## src/rtl/int_ctrl.sv

```systemverilog
// int_ctrl: interrupt/exception arbiter feeding the CP0 register block.
// Edge-detects external requests into sticky pending bits and masks them
// against the live Status word. It waits for an instruction boundary,
// then issues a one-cycle acknowledge together with the cause word.
// It also tracks handler nesting depth, which eret unwinds.
//
//  state  | meaning
//  -------+-----------------------------------------------------------
//  S_IDLE | nothing eligible, or returning from an acknowledge
//  S_WAIT | an eligible irq exists, waiting for a safe boundary
//  S_ACK  | inta/flush high for this cycle; cause holds the new word

module int_ctrl #(
    parameter int          NIRQ    = 3,
    parameter logic [31:0] HANDLER = 32'h0000_4180
) (
    input  logic            clk,
    input  logic            rst,
    input  logic [NIRQ-1:0] irq,
    input  logic            exc,
    input  logic [4:0]      exc_code,
    input  logic [31:0]     sta,
    input  logic            eret,
    input  logic            safe,
    output logic            inta,
    output logic [31:0]     cause,
    output logic            flush,
    output logic [31:0]     vec,
    output logic [NIRQ-1:0] pending,
    output logic [2:0]      depth
);

    typedef enum logic [1:0] {
        S_IDLE = 2'd0,
        S_WAIT = 2'd1,
        S_ACK  = 2'd2
    } state_t;

    localparam logic [2:0] DEPTH_MAX = 3'd7;

    state_t          state_q, state_d;
    logic [NIRQ-1:0] irq_q, irq_d;
    logic [NIRQ-1:0] pending_q, pending_d;
    logic [NIRQ-1:0] ack_mask_q, ack_mask_d;
    logic [31:0]     cause_q, cause_d;
    logic [2:0]      depth_q, depth_d;
    logic            inta_q, inta_d;

    logic [NIRQ-1:0] rise;
    logic [NIRQ-1:0] elig;
    logic [NIRQ-1:0] win_mask;
    logic [NIRQ-1:0] clr_mask;
    logic            any_elig;
    logic            irq_allowed;
    logic            in_ack;
    logic [31:0]     exc_cause;
    logic [31:0]     irq_cause;

    // Status bits above the per-line enables carry nothing for this block.
    logic            unused_sta;
    assign unused_sta = ^sta[31:NIRQ+1];

    // Rising-edge detection of the request lines.
    always_comb begin
        irq_d = irq;
        rise  = irq & ~irq_q;
    end

    // Eligibility: enabled pending lines, global IE, and room to nest.
    always_comb begin
        irq_allowed = sta[0] && (depth_q != DEPTH_MAX);
        elig        = pending_q & sta[NIRQ:1] & {NIRQ{irq_allowed}};
        any_elig    = |elig;
    end

    // Highest-index eligible line wins, expressed as a one-hot mask.
    always_comb begin
        win_mask = '0;
        for (int i = 0; i < NIRQ; i++) begin
            if (elig[i]) begin
                win_mask    = '0;
                win_mask[i] = 1'b1;
            end
        end
    end

    // Candidate cause words; both snapshot the pending bits at ACK entry.
    always_comb begin
        exc_cause              = '0;
        exc_cause[6:2]         = exc_code;
        exc_cause[10 +: NIRQ]  = pending_q;
        irq_cause              = '0;
        irq_cause[31]          = 1'b1;
        irq_cause[10 +: NIRQ]  = pending_q;
    end

    // Next-state logic; exceptions preempt interrupts in IDLE and WAIT.
    always_comb begin
        state_d    = state_q;
        ack_mask_d = ack_mask_q;
        cause_d    = cause_q;
        case (state_q)
            S_IDLE: begin
                if (exc) begin
                    state_d    = S_ACK;
                    ack_mask_d = '0;
                    cause_d    = exc_cause;
                end else if (any_elig) begin
                    state_d = S_WAIT;
                end
            end
            S_WAIT: begin
                if (exc) begin
                    state_d    = S_ACK;
                    ack_mask_d = '0;
                    cause_d    = exc_cause;
                end else if (any_elig && safe) begin
                    state_d    = S_ACK;
                    ack_mask_d = win_mask;
                    cause_d    = irq_cause;
                end else if (!any_elig) begin
                    state_d = S_IDLE;
                end
            end
            S_ACK: begin
                // An exc arriving here is dropped: the pipeline is flushing.
                state_d = S_IDLE;
            end
            default: begin
                state_d = S_IDLE;
            end
        endcase
        inta_d = (state_d == S_ACK);
    end

    // Pending bits: acknowledged line cleared on leaving ACK, new edge wins.
    always_comb begin
        in_ack    = (state_q == S_ACK);
        clr_mask  = in_ack ? ack_mask_q : '0;
        pending_d = (pending_q & ~clr_mask) | rise;
    end

    // Nesting depth, saturating at both ends; ack plus eret cancel out.
    always_comb begin
        depth_d = depth_q;
        case ({in_ack, eret})
            2'b10: if (depth_q != DEPTH_MAX) depth_d = depth_q + 3'd1;
            2'b01: if (depth_q != 3'd0)      depth_d = depth_q - 3'd1;
            default: depth_d = depth_q;
        endcase
    end

    // State and datapath registers with synchronous reset.
    always_ff @(posedge clk) begin
        if (rst) begin
            state_q    <= S_IDLE;
            irq_q      <= '0;
            pending_q  <= '0;
            ack_mask_q <= '0;
            cause_q    <= '0;
            depth_q    <= '0;
            inta_q     <= 1'b0;
        end else begin
            state_q    <= state_d;
            irq_q      <= irq_d;
            pending_q  <= pending_d;
            ack_mask_q <= ack_mask_d;
            cause_q    <= cause_d;
            depth_q    <= depth_d;
            inta_q     <= inta_d;
        end
    end

    // Outputs come straight from flops so CP0 sees clean full-period levels.
    always_comb begin
        inta    = inta_q;
        flush   = inta_q;
        cause   = cause_q;
        vec     = HANDLER;
        pending = pending_q;
        depth   = depth_q;
    end

endmodule

```

## config.mk

```make
export PLATFORM = sky130hd
export DESIGN_NAME = int_ctrl
export DESIGN_NICKNAME = d
export VERILOG_FILES = /design/src/rtl/int_ctrl.sv
export SDC_FILE = /design/constraint.sdc
export NUM_CORES = 1
export LEC_CHECK = 0
export ABC_CLOCK_PERIOD_IN_PS = 4200
export BUFFER_PORTS_ARGS = -buffer_cell sky130_fd_sc_hd__buf_2
export CAP_MARGIN = 5
export CORE_MARGIN = 2
export CORE_UTILIZATION = 40
export CTS_CLUSTER_DIAMETER = 40
export DETAILED_ROUTE_END_ITERATION = 12
export MAX_ROUTING_LAYER = met4
export PLACE_DENSITY = 0.81
export SLEW_MARGIN = 20
export SYNTH_ARGS = -nofsm -noshare
export SYNTH_HDL_FRONTEND = slang
export SYNTH_SLANG_ARGS = --single-unit
```

## constraint.sdc

```tcl
create_clock -name clk -period 4.2 [get_ports clk]
set_input_delay 0.21 -clock clk [delete_from_list [all_inputs] [get_ports clk]]
set_output_delay 0.21 -clock clk [all_outputs]
set_load 0.05 [all_outputs]
```

==> reports/qor.json, run 1 <==
{
  "critical_path": {
    "max_stage_delay_ns": 0.39,
    "crit_end": "depth[2]",
    "crit_path_required_time_ns": 4.36,
    "rr_endpoint": "depth[2]",
    "timing.rr.start": "state_q[0]",
    "critPathTopFamily": "adder cells",
    "worst_path_bufs_invs": 0,
    "crit_arrival_ns": 2.09,
    "slowest_stage": "sky130_fd_sc_hd__fa_1",
    "r2r_slack_ns": 2.27,
    "crit_path_end_kind": "flip-flop",
    "cp.depth": 6,
    "startpoint_type": "flip-flop",
    "ff2ff_path_depth": 6,
    "worstPathCellList": "nand2b_1 -> nand2_1 -> fa_1 -> a21o_1 -> a22oi_1 -> mux2_1",
    "critPathKind": "flip-flop to flip-flop",
    "cp_max_fo": 7,
    "first_element_of_the_critical_path": "state_q[0]"
  },
  "global_route": {
    "number_of_global_route_vias_before_repair": 864,
    "maximum_number_of_pins_on_one_net_before_global_route_repair": 28,
    "grt_antenna_before_repair": 0,
    "wire_length_of_the_first_global_routing_pass_mm": 3.68,
    "grt-ovfl-total": 0,
    "grt_resource_usage_total_pct": 11.5
  },
  "die": {
    "die_w_um": 65.2,
    "core_um2": 3630,
    "die_area_um2": 4250,
    "placementRows": 22,
    "floorplan.initialDensity_pct": 41.3,
    "num_io_pins": 117,
    "vertical_die_dimension_um": 65.2
  },
  "synth": {
    "synth-warning-count": 0,
    "synthSimpleGateAreaFrac_pct": 21.4,
    "synth_top_family_by_area": "buffers and inverters",
    "seq_area_frac_synth_pct": 32.1,
    "post_synth_mux_area_share_pct": 2.75,
    "synth_area_um2": 1500,
    "synth_xor_area_share_pct": 0,
    "yosysUniqueCellTypes": 35,
    "yosys.area_share.adder_pct": 1.34,
    "synthCells": 176,
    "yosys_register_bits": 24,
    "per_instance_average_area_after_synthesis_um2": 8.52,
    "synth_compound_gate_area_share_pct": 10.1
  },
  "sta": {
    "report.final.slew_viol_count": 0,
    "fin_worst_skew_ns": 0.00386,
    "hold_violations": 0,
    "timing_worst_slew_pin_value_ns": 0.563,
    "max_slew_margin_pct": 62.0,
    "rsz0062_at_grt": "false",
    "timing.setup.tns_ns": 0,
    "achievable-frequency_mhz": 517,
    "setup_viol": 0,
    "finalCritPeriodShare_pct": 46.1,
    "post-route-min-period_ns": 1.93
  },
  "clocking": {
    "maximum_buffer_depth_of_the_clock_tree": 2,
    "postCtsHoldBufs": 0,
    "insertion_delay_ns": 0.27,
    "post_cts_resized": 0,
    "clock_tree_from_tritoncts": "built",
    "cts_buffers": 3,
    "clock_sinks": 24,
    "cts.root.buffer_cell": "sky130_fd_sc_hd__clkbuf_8",
    "clk_pin_slew_worst_paths_ns": 0.08,
    "postCtsSetupBuffers": 0,
    "ctsHtreeMaxLevel": 1
  },
  "worst_hold_path": {
    "min_delay_path_depth": 2,
    "timing.hold.worst.class": "input pin to flip-flop"
  },
  "final_layout": {
    "fin_area_um2": 1540,
    "post_layout_nonfiller_instances": 251,
    "insertedDiodeCount": 0,
    "layout-drive-gt1-share_pct": 20.2,
    "nNetsFinal": 250,
    "area.growth.synth_to_final_pct": 2.42
  },
  "power_and_ir_drop": {
    "vdd_ir_drop_max_mv": 0.178,
    "leakage_uw": 0.000738,
    "powerDensity_nw_per_um2": 440,
    "power.total_uw": 675
  },
  "drt": {
    "avgViaCountPerCell": 4.12,
    "vias": 1034,
    "routed.top_layer": "met4",
    "first_iter_violations": 44,
    "post-route-drc-count": 0,
    "drt_first_pass_iters": 4,
    "antenna_violating_nets_post_route": 0,
    "route.detailed.wl_per_inst_um": 9.29,
    "met1Wirelength_mm": 1.00,
    "met2RoutedLength_mm": 1.10,
    "dr_wl_met3_um": 204,
    "wl_mm": 2.33
  },
  "place": {
    "placed_insts": 247,
    "post-dp-hpwl_mm": 1.79,
    "port_buffers": 33,
    "gp_congestion": 0.725,
    "post_placement_cell_area_um2": 1460
  },
  "outcome": {
    "status": "finished, final reports clean"
  },
  "job": {
    "drv.max_cap_violation_count": 0
  }
}
==> placed cells by master (no fill, tap or decap), drive strengths merged <==
master    n
a2111oi   1
a211oi    1
a21o      1
a21oi     5
a222oi    1
a22oi     1
and3      2
buf      34
bufinv    1
clkbuf    3
conb     55
dfxtp    24
fa        1
inv       3
mux2      1
mux2i     3
nand2     7
nand2b   10
nand3     8
nand3b    1
nand4     2
nand4b    1
nor2      7
nor2b    11
nor3      2
nor4b     1
nor4bb    1
o21ai    10
o311a     1
o311ai    1
o32ai     1
or3       1
or3b      1
==> worst min-delay path by stage <==
stage / startpoint / to / slack [ns]
3_5_place_dp: exc_code[1] / cause[3] / 0.43
3_3_place_gp: exc_code[2] / cause[4] / 0.43
4_1_cts: irq[0] / irq_q[0] / 0.15
6_report: irq[1] / irq_q[1] / 0.16
2_1_floorplan: irq[0] / irq_q[0] / 0.34
5_1_grt: exc_code[1] / cause[3] / 0.15
==> stage by stage <==
stage | util [%] | setup WS [ns] | hold slack [ns]
after CTS | 42.3 | 2.27 | 0.148
after global placement | 40.3 | 2.36 | 0.427
after global routing | 42.3 | 2.10 | 0.153
final | 42.3 | 2.27 | 0.158
after detailed placement | 40.3 | 2.29 | 0.429
after floorplan | - | 2.18 | 0.338
==> area by class of cell <==
type                            instances  area [um^2]
Inverter                                3         11.3
Multi-Input combinational cell        138          739
Timing Repair Buffer                   34          173
Tap cell                               48         60.1
Fill cell                             407         2100
Clock inverter                          1         30.0
Clock buffer                            3         41.3
Sequential cell                        24          480
==> routing by layer <==
metal	vias to the layer above	GRT usage, %
li1	526	-
met5	-	-
met1	455	13.2
met4	0	5.21
met2	49	17.9
met3	4	4.28
==> cells in the mapped netlist <==
master                      number  share of area [%]
sky130_fd_sc_hd__a222oi_1        1               0.67
sky130_fd_sc_hd__buf_4          60                 30
sky130_fd_sc_hd__a22oi_1         1               0.50
sky130_fd_sc_hd__nor2_1          7                1.8
sky130_fd_sc_hd__fa_1            1                1.3
sky130_fd_sc_hd__o32ai_2         1                1.1
sky130_fd_sc_hd__o311ai_0        1               0.58
sky130_fd_sc_hd__a21oi_1         5                1.7
sky130_fd_sc_hd__clkbuf_1        3               0.75
sky130_fd_sc_hd__nor4b_2         1                1.0
sky130_fd_sc_hd__nand2_1         7                1.8
sky130_fd_sc_hd__nor3_1          2               0.67
sky130_fd_sc_hd__nand2b_1       10                4.2
sky130_fd_sc_hd__mux2_1          1               0.75
sky130_fd_sc_hd__a21o_1          1               0.50
sky130_fd_sc_hd__and3_1          1               0.42
sky130_fd_sc_hd__nand4b_1        1               0.58
sky130_fd_sc_hd__and3_4          1               0.75
sky130_fd_sc_hd__o311a_1         1               0.67
sky130_fd_sc_hd__mux2i_1         3                2.0
sky130_fd_sc_hd__nand3b_1        1               0.50
sky130_fd_sc_hd__nor4bb_1        1               0.67
sky130_fd_sc_hd__or3_1           1               0.42
sky130_fd_sc_hd__o21ai_0         9                3.0
sky130_fd_sc_hd__o21ai_1         1               0.33
sky130_fd_sc_hd__dfxtp_1        24                 32
sky130_fd_sc_hd__a211oi_1        1               0.50
sky130_fd_sc_hd__nor2b_1        11                4.6
sky130_fd_sc_hd__nand3_1         8                2.7
sky130_fd_sc_hd__a2111oi_0       1               0.58
sky130_fd_sc_hd__conb_1          2               0.50
sky130_fd_sc_hd__or3b_1          1               0.58
sky130_fd_sc_hd__buf_2           1               0.33
sky130_fd_sc_hd__nand4_1         2               0.83
sky130_fd_sc_hd__inv_1           3               0.75
==> state kept, by name, summed over array words and instances, names as in the netlist <==
signal,flops
depth,3
flush,1
cause,9
ack_mask_q,3
irq_q,3
pending,3
state_q,2
==> logic make-up after synthesis <==
group / Yosys count
AND/OR/NAND/NOR: 55
other: 2
multiplexers: 4
flip-flops: 24
AO/OA/AOI/OAI: 23
adder cells (fa/ha/maj): 1
buffers and inverters: 67
==> power breakdown <==
group          switching [uW]  internal [uW]  total, uW
combinational             185           36.6        221
clock                    72.1            127        200
sequential               12.7            242        254
No activity file was read; power rests on OpenSTA's default activity.
==> run 2: changes to the inputs <==
Settings changed: ABC_AREA set to 1, ABC_CLOCK_PERIOD_IN_PS 4200 to 1600, CORE_UTILIZATION 40 to 36, PLACE_DENSITY 0.81 to 0.76.
Clock period 4.2 ns to 1.6 ns, I/O delays scaled along.
==> reports/qor.json, run 2 <==
{
  "clocking": {
    "maximum_buffer_depth_of_the_clock_tree": 2,
    "cts_buffers": 3,
    "insertion_delay_ns": 0.27,
    "ctsHtreeMaxLevel": 1,
    "clk_pin_slew_worst_paths_ns": 0.09,
    "clock_sinks": 24,
    "cts.root.buffer_cell": "sky130_fd_sc_hd__clkbuf_8",
    "clock_tree_from_tritoncts": "built",
    "postCtsSetupBuffers": 0
  },
  "final_layout": {
    "insertedDiodeCount": 0,
    "mostFrequentLayoutCell": "sky130_fd_sc_hd__conb_1",
    "largest_reg_flops": 9,
    "final.fill_count": 455,
    "layout.cells.most_common_list": "55 x sky130_fd_sc_hd__conb_1, 33 x sky130_fd_sc_hd__buf_2, 24 x sky130_fd_sc_hd__inv_1",
    "layout-drive-gt1-share_pct": 23.1,
    "area.growth.synth_to_final_pct": 4.52,
    "nNetsFinal": 289
  },
  "drt": {
    "vias": 1202,
    "avgViaCountPerCell": 4.09,
    "wl_mm": 2.70,
    "drt_first_pass_iters": 4,
    "first_iter_violations": 19,
    "antenna_violating_nets_post_route": 0,
    "post-route-drc-count": 0,
    "route.detailed.wl_per_inst_um": 9.17
  },
  "job": {
    "drv.max_cap_violation_count": 0
  },
  "global_route": {
    "grt_resource_usage_total_pct": 10.7,
    "maximum_number_of_pins_on_one_net_before_global_route_repair": 24,
    "grt_antenna_before_repair": 0,
    "grt-ovfl-total": 0,
    "number_of_global_route_vias_before_repair": 980,
    "wire_length_of_the_first_global_routing_pass_mm": 4.22
  },
  "synth": {
    "synth_top_flop_cell": "sky130_fd_sc_hd__dfxtp_1",
    "synth_area_leader_cell": "sky130_fd_sc_hd__dfxtp_1",
    "synth-warning-count": 0,
    "synthCells": 211,
    "yosys_register_bits": 24,
    "top_cells_by_instance_count_after_synthesis": "59 x sky130_fd_sc_hd__buf_4, 24 x sky130_fd_sc_hd__dfxtp_1, 24 x sky130_fd_sc_hd__inv_1",
    "synth-async-reset-ratio_pct": 0,
    "synth-edff-count": 0,
    "yosysUniqueCellTypes": 23,
    "synth_area_um2": 1580,
    "synth.area.top_cells": "sky130_fd_sc_hd__dfxtp_1 30%, sky130_fd_sc_hd__buf_4 28%, sky130_fd_sc_hd__inv_1 5.7%",
    "synth.most_common_cell": "sky130_fd_sc_hd__buf_4",
    "synth_top_area_share_pct": 30.4,
    "seq_area_frac_synth_pct": 30.4,
    "per_instance_average_area_after_synthesis_um2": 7.48
  },
  "critical_path": {
    "crit_path_end_kind": "flip-flop",
    "crit_path_required_time_ns": 1.77,
    "max_stage_delay_ns": 0.38,
    "ff2ff_path_depth": 8,
    "rr_endpoint": "depth[2]",
    "critPathKind": "flip-flop to flip-flop",
    "cp_max_fo": 2,
    "slowest_stage": "sky130_fd_sc_hd__fa_1",
    "r2r_slack_ns": 0.15,
    "startpoint_type": "flip-flop",
    "worstPathCellList": "inv_1 -> nand2_1 -> nand2_1 -> fa_1 -> xnor2_1 -> inv_1 -> a21oi_1 -> nor2_1",
    "timing.rr.start": "state_q[0]",
    "crit_arrival_ns": 1.62
  },
  "power_and_ir_drop": {
    "powerDensity_nw_per_um2": 1140,
    "leakage_uw": 0.000878,
    "vdd_ir_drop_max_mv": 0.488,
    "power.total_uw": 1880
  },
  "die": {
    "die_area_um2": 4930,
    "die_w_um": 70.2,
    "num_io_pins": 117,
    "vertical_die_dimension_um": 70.2,
    "core_um2": 4290,
    "floorplan.initialDensity_pct": 36.8,
    "placementRows": 24
  },
  "sta": {
    "rsz0062_at_grt": "false",
    "finalCritPeriodShare_pct": 90.4,
    "timing.setup.tns_ns": 0,
    "achievable-frequency_mhz": 691,
    "setup_viol": 0,
    "fin_worst_hold_slack_ns": 0.00833,
    "post-route-min-period_ns": 1.45,
    "fin_worst_skew_ns": 0.00742,
    "hold_violations": 0,
    "report.final.slew_viol_count": 0
  },
  "worst_hold_path": {
    "min_delay_worst_endpoint": "irq_q[1]",
    "critical_hold_path_startpoint": "irq[1]",
    "min_delay_path_depth": 3,
    "timing.hold.worst.class": "input pin to flip-flop"
  },
  "place": {
    "gp_congestion": 0.741,
    "post-dp-hpwl_mm": 2.09,
    "port_buffers": 33
  },
  "outcome": {
    "status": "finished, final reports clean"
  }
}
[run 2: changes by cell type after synthesis, sizes merged, moves of 4 or more]
cell and delta:
a21oi +12, nor2 +12, inv +21, nand3 +12, nand2 +16, nand2b -10
nor2b -11, o21ai -4
[run 2: worst max-delay path by stage]
stage,from,to,slack [ns]
3_5_place_dp,state_q[0],depth[2],0.14
4_1_cts,state_q[0],depth[2],0.14
5_1_grt,state_q[0],depth[2],0.009
6_report,state_q[0],depth[2],0.15
2_1_floorplan,depth[2],ack_mask_q[0],0.002
3_3_place_gp,state_q[0],depth[2],0.19
[run 2: what timing repair did]
action,in CTS,in global routing
hold buffers,0,0
resized for setup,0,1
endpoints found under the setup margin,0,1
[run 2: layout make-up]
type | instances | area [um^2] | share of cell area [%]
Multi-Input combinational cell | 152 | 738 | 44.7
Sequential cell | 24 | 483 | 29.3
Timing Repair Buffer | 38 | 203 | 12.3
Inverter | 24 | 90.1 | 5.46
Tap cell | 52 | 65.1 | 3.94
Clock buffer | 3 | 41.3 | 2.50
Clock inverter | 1 | 30.0 | 1.82
[run 2: per-stage QoR]
stage / utilization (%) / instance area [um^2] / std cells / setup WS (ns)
after floorplan: - / 1780 / 264 / 0.00219
after global placement: 36.4 / 1560 / 289 / 0.195
after detailed placement: 36.4 / 1560 / 289 / 0.145
after CTS: 38.0 / 1630 / 293 / 0.135
after global routing: 38.4 / 1650 / 294 / 0.00915
final: 38.4 / 1650 / 294 / 0.154
[run 2: layer usage]
layer | up-vias | GRT usage (%) | wire, um
met4 | 0 | 3.85 | 40
met2 | 63 | 18.7 | 1270
met3 | 4 | 1.30 | 196
met5 | - | - | 0
met1 | 516 | 12.6 | 1200
li1 | 619 | - | -
[run 2: worst max-delay path, delay by kind of cell, from the launching register on]
family / cells / cell delay [ns]
flip-flops: 1 / 0.33
AO/OA/AOI/OAI: 1 / 0.12
XOR/XNOR: 1 / 0.17
AND/OR/NAND/NOR: 3 / 0.23
adder cells (fa/ha/maj): 1 / 0.38
buffers and inverters: 2 / 0.11
[run 2: cells by family after synthesis]
logic type      after synthesis  synth area share, %
buf+inv                      89                 36.5
simple gates                 66                 20.4
compound gates               28                 10.4
flops                        24                 30.4
other cells                   2                0.476
xor+xnor                      1                0.555
fa+ha+maj                     1                 1.27
[run 2: power breakdown]
part           switching [uW]  leakage, uW  internal, uW
combinational             551     0.000643           114
clock                     198    0.0000357           335
sequential               37.1     0.000199           648
==> run 3: changes to the inputs <==
Settings changed: CORE_UTILIZATION 36 to 38, CTS_BUF_LIST set to sky130_fd_sc_hd__clkbuf_8, PLACE_DENSITY 0.76 to 0.79.
==> reports/qor.json, run 3 (same netlist as run 2, synthesis figures left out) <==
{
  "sta": {
    "timing.setup.tns_ns": 0,
    "achievable-frequency_mhz": 695,
    "rsz0062_at_grt": "false",
    "finalCritPeriodShare_pct": 89.9,
    "hold_violations": 0,
    "fin_worst_skew_ns": 0.00288,
    "worst_slack_ns": 0.161,
    "post-route-min-period_ns": 1.44,
    "report.final.slew_viol_count": 0,
    "setup_viol": 0
  },
  "drt": {
    "first_iter_violations": 48,
    "avgViaCountPerCell": 4.13,
    "drt_first_pass_iters": 4,
    "wl_mm": 2.62,
    "antenna_violating_nets_post_route": 0,
    "post-route-drc-count": 0,
    "route.detailed.wl_per_inst_um": 8.99,
    "vias": 1202
  },
  "global_route": {
    "grt_resource_usage_total_pct": 11.8,
    "number_of_global_route_vias_before_repair": 985,
    "grt-ovfl-total": 0,
    "maximum_number_of_pins_on_one_net_before_global_route_repair": 24,
    "grt_antenna_before_repair": 0,
    "wire_length_of_the_first_global_routing_pass_mm": 4.11
  },
  "critical_path": {
    "timing.rr.start": "state_q[0]",
    "critPathKind": "flip-flop to flip-flop",
    "crit_arrival_ns": 1.61,
    "slowest_stage": "sky130_fd_sc_hd__fa_1",
    "first_element_of_the_critical_path": "state_q[0]",
    "max_stage_delay_ns": 0.38,
    "worstPathCellList": "inv_1 -> nand2_1 -> nand2_1 -> fa_1 -> xnor2_1 -> inv_1 -> a21oi_1 -> nor2_1",
    "crit_path_end_kind": "flip-flop",
    "startpoint_type": "flip-flop",
    "cp_max_fo": 2,
    "crit_path_required_time_ns": 1.77
  },
  "clocking": {
    "ctsHtreeMaxLevel": 1,
    "post_cts_resized": 0,
    "clock_sinks": 24,
    "cts_buffers": 3,
    "insertion_delay_ns": 0.27,
    "clk_pin_slew_worst_paths_ns": 0.08,
    "maximum_buffer_depth_of_the_clock_tree": 2,
    "clock_tree_from_tritoncts": "built",
    "postCtsHoldBufs": 0,
    "cts.root.buffer_cell": "sky130_fd_sc_hd__clkbuf_8",
    "postCtsSetupBuffers": 0
  },
  "final_layout": {
    "largest_reg_flops": 9,
    "area.growth.synth_to_final_pct": 3.01,
    "fin_area_um2": 1630,
    "layout.core_utilization_pct": 40.7,
    "layout.cells.most_common_list": "55 x sky130_fd_sc_hd__conb_1, 33 x sky130_fd_sc_hd__buf_2, 24 x sky130_fd_sc_hd__inv_1",
    "mostFrequentLayoutCell": "sky130_fd_sc_hd__conb_1",
    "nNetsFinal": 288,
    "layout-drive-gt1-share_pct": 22.8,
    "insertedDiodeCount": 0
  },
  "die": {
    "core_um2": 4000,
    "die_area_um2": 4690,
    "placementRows": 23,
    "floorplan.initialDensity_pct": 39.5,
    "num_io_pins": 117,
    "vertical_die_dimension_um": 68.5,
    "die_w_um": 68.5
  },
  "place": {
    "gp_congestion": 0.736,
    "port_buffers": 33,
    "placement.setup.worst_slack_ns": 0.166,
    "post_placement_cell_area_um2": 1570,
    "post-dp-hpwl_mm": 2.03
  },
  "power_and_ir_drop": {
    "powerDensity_nw_per_um2": 1080,
    "leakage_uw": 0.000876,
    "vdd_ir_drop_max_mv": 0.295
  },
  "worst_hold_path": {
    "critical_hold_path_startpoint": "irq[2]",
    "timing.hold.worst.class": "input pin to flip-flop"
  },
  "job": {
    "drv.max_cap_violation_count": 0
  },
  "outcome": {
    "status": "finished, final reports clean"
  }
}
==> run 3: cell types whose count changed in the layout (fill, tap and decap cells not counted) <==
cell                        before  now
sky130_fd_sc_hd__buf_12          0    1
sky130_fd_sc_hd__buf_4           5    4
sky130_fd_sc_hd__bufinv_16       1    0
sky130_fd_sc_hd__clkbuf_8        3    4
sky130_fd_sc_hd__nand3_4         2    1
==> run 3: final cells by class <==
type | instances | area, um^2
Clock buffer | 4 | 55.1
Fill cell | 421 | 2370
Inverter | 24 | 90.1
Multi-Input combinational cell | 151 | 721
Sequential cell | 24 | 483
Tap cell | 50 | 62.6
Timing Repair Buffer | 38 | 215
==> run 3: path summary, 6_finish.rpt <==
kind,end,slack (ns),cells past startpoint
max,depth[2],0.16,8
min,irq_q[2],0.01,3
max reg2reg,depth[2],0.16,8
min reg2reg,pending[2],0.43,1
==> run 3: worst max-delay path: cells and delay by family (launching register included) <==
| family | cells | cell delay, ns |
|---|---|---|
| AOI/OAI and AO/OA | 1 | 0.12 |
| xor gates and xnor gates | 1 | 0.17 |
| adders and majority gates | 1 | 0.38 |
| buffers and inverters | 2 | 0.11 |
| DFF | 1 | 0.34 |
| and+or+nand+nor | 3 | 0.23 |
==> run 3: per-stage QoR <==
stage	std cells	total power, uW	hold WS [ns]
5_1_grt	291	1860	0.0362
2_1_floorplan	264	1380	0.196
4_1_cts	291	1780	0.0140
3_3_place_gp	287	1360	0.287
6_report	291	1760	0.0141
3_5_place_dp	287	1360	0.298
==> run 3: where the power goes <==
| part | internal (uW) | switching [uW] |
|---|---|---|
| Combinational | 118 | 545 |
| Sequential | 648 | 38.2 |
| Clock | 220 | 194 |
==> run 3: layer usage <==
metal,global-route usage (%),up-vias,share of wire (%)
met3,2.30,5,8.4
met5,-,-,0
met2,19.2,62,48
met4,4.50,0,1.8
met1,14.3,526,42
li1,-,609,-
